==> config.mk <==
export PLATFORM = sky130hd
export DESIGN_NAME = shift_add_multiplier_seq
export DESIGN_NICKNAME = d
export VERILOG_FILES = /design/src/rtl/mult_pkg.sv /design/src/rtl/twos_abs.sv /design/src/rtl/shift_add_multiplier_seq.sv
export SDC_FILE = /design/constraint.sdc
export NUM_CORES = 1
export LEC_CHECK = 0
export BUFFER_PORTS_ARGS = -buffer_cell sky130_fd_sc_hd__buf_2
export CAP_MARGIN = 20
export CORE_UTILIZATION = 60
export DETAILED_ROUTE_END_ITERATION = 16
export PLACE_DENSITY = 0.88
export SLEW_MARGIN = 20
export SYNTH_ARGS = -nofsm -noshare
export SYNTH_HDL_FRONTEND = slang
export SYNTH_SLANG_ARGS = --single-unit
==> constraint.sdc <==
create_clock -name CLK -period 3.5 [get_ports CLK]
set_input_delay 0.875 -clock CLK [delete_from_list [all_inputs] [get_ports CLK]]
set_output_delay 0.875 -clock CLK [all_outputs]
set_load 0.02 [all_outputs]
==> src/rtl/mult_pkg.sv <==
// Shared definitions for the shift-add multiplier: FSM state encoding and the
// accumulator width helper.
package mult_pkg;

    typedef enum logic [1:0] {
        IDLE = 2'd0,
        BUSY = 2'd1,
        DONE = 2'd2
    } state_e;

    // Full-precision product width for a WIDTH_A x WIDTH_B multiply.
    function automatic int acc_width(input int width_a, input int width_b);
        return width_a + width_b;
    endfunction

endpackage

==> src/rtl/twos_abs.sv <==
// Operand magnitude/sign extraction. In signed mode the most-negative value maps
// to its own unsigned bit pattern (e.g. 8'h80 -> 128).
module twos_abs #(
    parameter int W = 8
) (
    input  logic [W-1:0] value_i,
    input  logic         signed_mode_i,
    output logic [W-1:0] mag_o,
    output logic         neg_o
);

    assign neg_o = signed_mode_i & value_i[W-1];
    assign mag_o = neg_o ? (W'(0) - value_i) : value_i;

endmodule

==> src/rtl/shift_add_multiplier_seq.sv <==
// Sequential radix-2 shift-add multiplier with signed/unsigned mode, early
// termination once the remaining multiplier bits are zero, and valid/ready on both sides.
module shift_add_multiplier_seq
    import mult_pkg::*;
#(
    parameter int WIDTH_A   = 8,
    parameter int WIDTH_B   = 8,
    parameter int WIDTH_OUT = WIDTH_A + WIDTH_B
) (
    input  logic                 CLK,
    input  logic                 RST,
    input  logic                 in_valid,
    output logic                 in_ready,
    input  logic                 signed_mode,
    input  logic [WIDTH_A-1:0]   multiplicand,
    input  logic [WIDTH_B-1:0]   multiplier,
    output logic                 out_valid,
    input  logic                 out_ready,
    output logic [WIDTH_OUT-1:0] product
);

    localparam int ACC_W = acc_width(WIDTH_A, WIDTH_B);
    localparam int CNT_W = (WIDTH_B > 1) ? $clog2(WIDTH_B) : 1;

    state_e               state_q, state_d;
    logic [ACC_W-1:0]     acc_q, acc_d;
    logic [ACC_W-1:0]     a_sh_q, a_sh_d;
    logic [WIDTH_B-1:0]   b_q, b_d;
    logic [CNT_W-1:0]     count_q, count_d;
    logic                 neg_q, neg_d;
    logic [WIDTH_OUT-1:0] product_q, product_d;

    logic [WIDTH_A-1:0]   mag_a;
    logic [WIDTH_B-1:0]   mag_b;
    logic                 neg_a, neg_b;

    twos_abs #(.W(WIDTH_A)) u_abs_a (
        .value_i       (multiplicand),
        .signed_mode_i (signed_mode),
        .mag_o         (mag_a),
        .neg_o         (neg_a)
    );

    twos_abs #(.W(WIDTH_B)) u_abs_b (
        .value_i       (multiplier),
        .signed_mode_i (signed_mode),
        .mag_o         (mag_b),
        .neg_o         (neg_b)
    );

    logic [ACC_W-1:0]   acc_step;
    logic [ACC_W-1:0]   acc_final;
    logic [WIDTH_B-1:0] b_shift;
    logic               last_step;

    // One shift-add step, plus the sign-corrected result used on the final step.
    always_comb begin
        acc_step  = b_q[0] ? (acc_q + a_sh_q) : acc_q;
        b_shift   = b_q >> 1;
        last_step = (b_shift == '0) || (count_q == CNT_W'(WIDTH_B - 1));
        acc_final = neg_q ? (ACC_W'(0) - acc_step) : acc_step;
    end

    always_comb begin
        // NOTE: every next-state signal is given its hold value first, so no path through the case infers a latch.
        state_d   = state_q;
        acc_d     = acc_q;
        a_sh_d    = a_sh_q;
        b_d       = b_q;
        count_d   = count_q;
        neg_d     = neg_q;
        product_d = product_q;

        case (state_q)
            IDLE: begin
                if (in_valid) begin
                    a_sh_d  = ACC_W'(mag_a);
                    b_d     = mag_b;
                    neg_d   = neg_a ^ neg_b;
                    acc_d   = '0;
                    count_d = '0;
                    if (mag_a == '0 || mag_b == '0) begin
                        product_d = '0;
                        state_d   = DONE;
                    end else begin
                        state_d   = BUSY;
                    end
                end
            end
            BUSY: begin
                acc_d   = acc_step;
                a_sh_d  = a_sh_q << 1;
                b_d     = b_shift;
                count_d = count_q + CNT_W'(1);
                if (last_step) begin
                    product_d = WIDTH_OUT'(acc_final);
                    state_d   = DONE;
                end
            end
            DONE: begin
                if (out_ready) begin
                    state_d = IDLE;
                end
            end
            default: state_d = IDLE;
        endcase
    end

    // Datapath registers are cleared too, so an aborted multiply leaves nothing behind.
    always_ff @(posedge CLK or posedge RST) begin
        if (RST) begin
            state_q   <= IDLE;
            acc_q     <= '0;
            a_sh_q    <= '0;
            b_q       <= '0;
            count_q   <= '0;
            neg_q     <= 1'b0;
            product_q <= '0;
        end else begin
            // NOTE: non-blocking assignments so every register samples the pre-edge values.
            state_q   <= state_d;
            acc_q     <= acc_d;
            a_sh_q    <= a_sh_d;
            b_q       <= b_d;
            count_q   <= count_d;
            neg_q     <= neg_d;
            product_q <= product_d;
        end
    end

    assign in_ready  = (state_q == IDLE);
    assign out_valid = (state_q == DONE);
    assign product   = product_q;

endmodule
==> impl_metrics.ini <==
[drt]
first_pass_iters = 10
wl_um = 8740
drc = 11
vias = 3420
via_per_inst = 6.20
drtIter0Drc = 261
drtAntennaViolNets = 0
wire_per_inst_um = 15.8

[grt]
grt_pass1_vias = 3475
grt_use_total_pct = 27.3
grt_pass1_wl_um = 15500
grt_max_degree = 63
grt-ovfl-total = 0
antenna_found_initial = 0

[sta]
maxSlewHeadroom_pct = 56.2
hold_viol = 0
setup_viol = 0
finalCriticalPeriod_ns = 3.22
setup_tns_ns = 0
worst_pin_slew_ns = 0.647
skew_ns = 0.0104
rsz0062_at_grt = no
finalMaxSlewViolations = 0
fmaxAchievable_mhz = 311
hold_slack_ns = 0.475
fin_crit_sh_pct = 91.9

[floorplanning]
pin_count = 39
die_h_um = 84.1
die-area_um2 = 7080
initial_utilization_pct = 63.0
core_um2 = 6420
fp.dieW_um = 84.1
row_count = 29

[setup_path]
cp.required_ns = 3.73
critical_path.most_common_cell = o21ai_2
cp-startpoint = acc_q[0]$_DFFE_PP0P_
critPathCaptureType = register
cp-start-kind = register
worstPathCellList = ha_1 > fa_1 > a211oi_2 > o21ai_2 > o2111ai_4 > a2111oi_0 > a221oi_2 > nand4_2 > o41ai_2 > xnor2_1 > o21ai_2
cpPeakStageDelay_ns = 0.45
arrival_ns = 3.45
r2r_cells = 11
crit_fanout = 5
cp_slowest_cell = fa_1
criticalPathCategory = reg -> reg
r2r-start = acc_q[0]$_DFFE_PP0P_
r2r-end = product[15]$_DFFE_PP0P_
critPathCapture = product[15]$_DFFE_PP0P_
ff2ff_setup_slack_ns = 0.28

[synth]
synth-edff-count = 0
postSynth.asyncResetShare_pct = 100
ys_ff_latch = 62
synth.distinct_cells = 69
ys_warn_count = 0
netlist_instances = 433
synth_ff_type = dfrtp_1
seq_area_frac_synth_pct = 38.3
syn_area_um2 = 4050
synth_nets = 475
avgSynthCellArea_um2 = 9.34

[clock_network]
cts-resized-gates = 0
postCtsHoldBufs = 0
cts_buffers = 9
clk_pin_slew_worst_paths_ns = 0.07
clock_sinks = 62
cts_buffer_depth = 2
cts_setup_buffers = 0
htree_levels = 3
cts_root_buf = clkbuf_8
clock_latency_ns = 0.35
cts_tree = done

[outcome]
violations = design-rule violations
outcome = complete, but fails checks

[power_and_ir_drop]
power_mw = 4.58
ir_worst_vdd_uv = 547
power_leakage_nw = 2.15
powerDensity_nw_per_um2 = 1000

[cells_and_area]
antenna_cells = 0
fill_cells = 515
drive_gt1_share_pct = 18.7
postLayoutCellArea_um2 = 4560
layout_commonest_cell = nand2_1
area_delta_synth_final_pct = 12.8
final_cell_mix = 63 x nand2_1, 62 x dfrtp_1, 38 x buf_2
regArea_um2 = 1550
multi_input_area_um2 = 2370
final_nets = 512
post-route-util_pct = 71.1

[placed_design]
placed_area_um2 = 4320
gp_congestion = 0.928
hpwlAfterDp_um = 6240
portBuffers = 38

[worst_hold_path]
holdCritPathClass = reg -> reg
hp-start = product[3]$_DFFE_PP0P_
min_path_cells = 2

[run]
drv_cap = 0
==> logic make-up (layout without fill, tap and decap cells) <==
family	after synthesis	count (layout)	share of synthesized area [%]
AOI/OAI and AO/OA	143	143	25.8
and+or+nand+nor	134	134	16.5
DFF	62	62	38.3
muxes	9	9	2.44
xor gates and xnor gates	32	32	6.93
adders and majority gates	21	21	6.68
buffers and inverters	32	74	3.28
==> worst min-delay path by stage <==
stage          slack [ns]                 endpoint
2_1_floorplan        0.47   a_sh_q[15]$_DFFE_PP0P_
3_3_place_gp         0.46  product[10]$_DFFE_PP0P_
3_5_place_dp         0.47   product[3]$_DFFE_PP0P_
4_1_cts              0.48   product[3]$_DFFE_PP0P_
5_1_grt              0.50  product[10]$_DFFE_PP0P_
6_report             0.48   product[3]$_DFFE_PP0P_
==> through the flow <==
stage | worst slack [ns] | cells
after floorplan | 0.613 | 433
after global placement | 0.273 | 536
after detailed placement | 0.184 | 536
after CTS | 0.295 | 552
after global routing | 0.0761 | 552
final | 0.283 | 552
==> worst max-delay path: cells and delay by family, from the launching register on <==
family                     cells  cell delay (ns)
DFF                            1             0.40
xor gates and xnor gates       1             0.18
adders and majority gates      2             0.69
AOI/OAI and AO/OA              7             1.64
and+or+nand+nor                1             0.21
==> where the power goes <==
part,leakage [nW],switching (mW),total [mW],internal (mW)
clock,0.126,0.289,0.780,0.491
sequential,0.815,0.272,1.27,0.997
combinational,1.21,1.54,2.53,0.991
total,2.15,2.10,4.58,2.48
==> cell type report <==
cell class | instances | share of cell area [%]
multi-input combinational | 339 | 51.8
clock inverter | 6 | 2.38
timing repair buffer | 45 | 5.59
inverter | 13 | 1.07
sequential | 62 | 34.0
clock buffer | 10 | 3.02
tap | 77 | 2.11
==> per-layer routing <==
layer	vias up	share of wire, %	global-route usage [%]	routed length (um)
li1	1663	-	-	-
met1	1653	45	34.6	3940
met2	83	49	46.9	4310
met3	21	3.3	3.36	287
met4	0	2.3	12.5	197
met5	-	0	0	0
==> synthesized netlist by cell type, drive strengths merged, types with 8 or more instances <==
master	n	share of area (%)
mux2i	8	2.2
xnor2	21	4.5
clkbuf	15	1.4
nand3	10	1.2
ha	20	6.2
a21oi	17	2.1
nand2	63	5.8
nor2	19	1.8
inv	13	1.2
a22o	15	3.2
o21ai	50	6.4
a22oi	12	2.2
o31ai	10	2.5
nor3	8	0.99
dfrtp	62	38
xor2	11	2.4
==> sequential cells by signal, indices dropped and copies added (netlist names) <==
signal and flops:
acc_q 16, neg_q 1, b_q 8, a_sh_q 16, count_q 3, state_q 2
product 16
(Power assumes the default switching activity.)
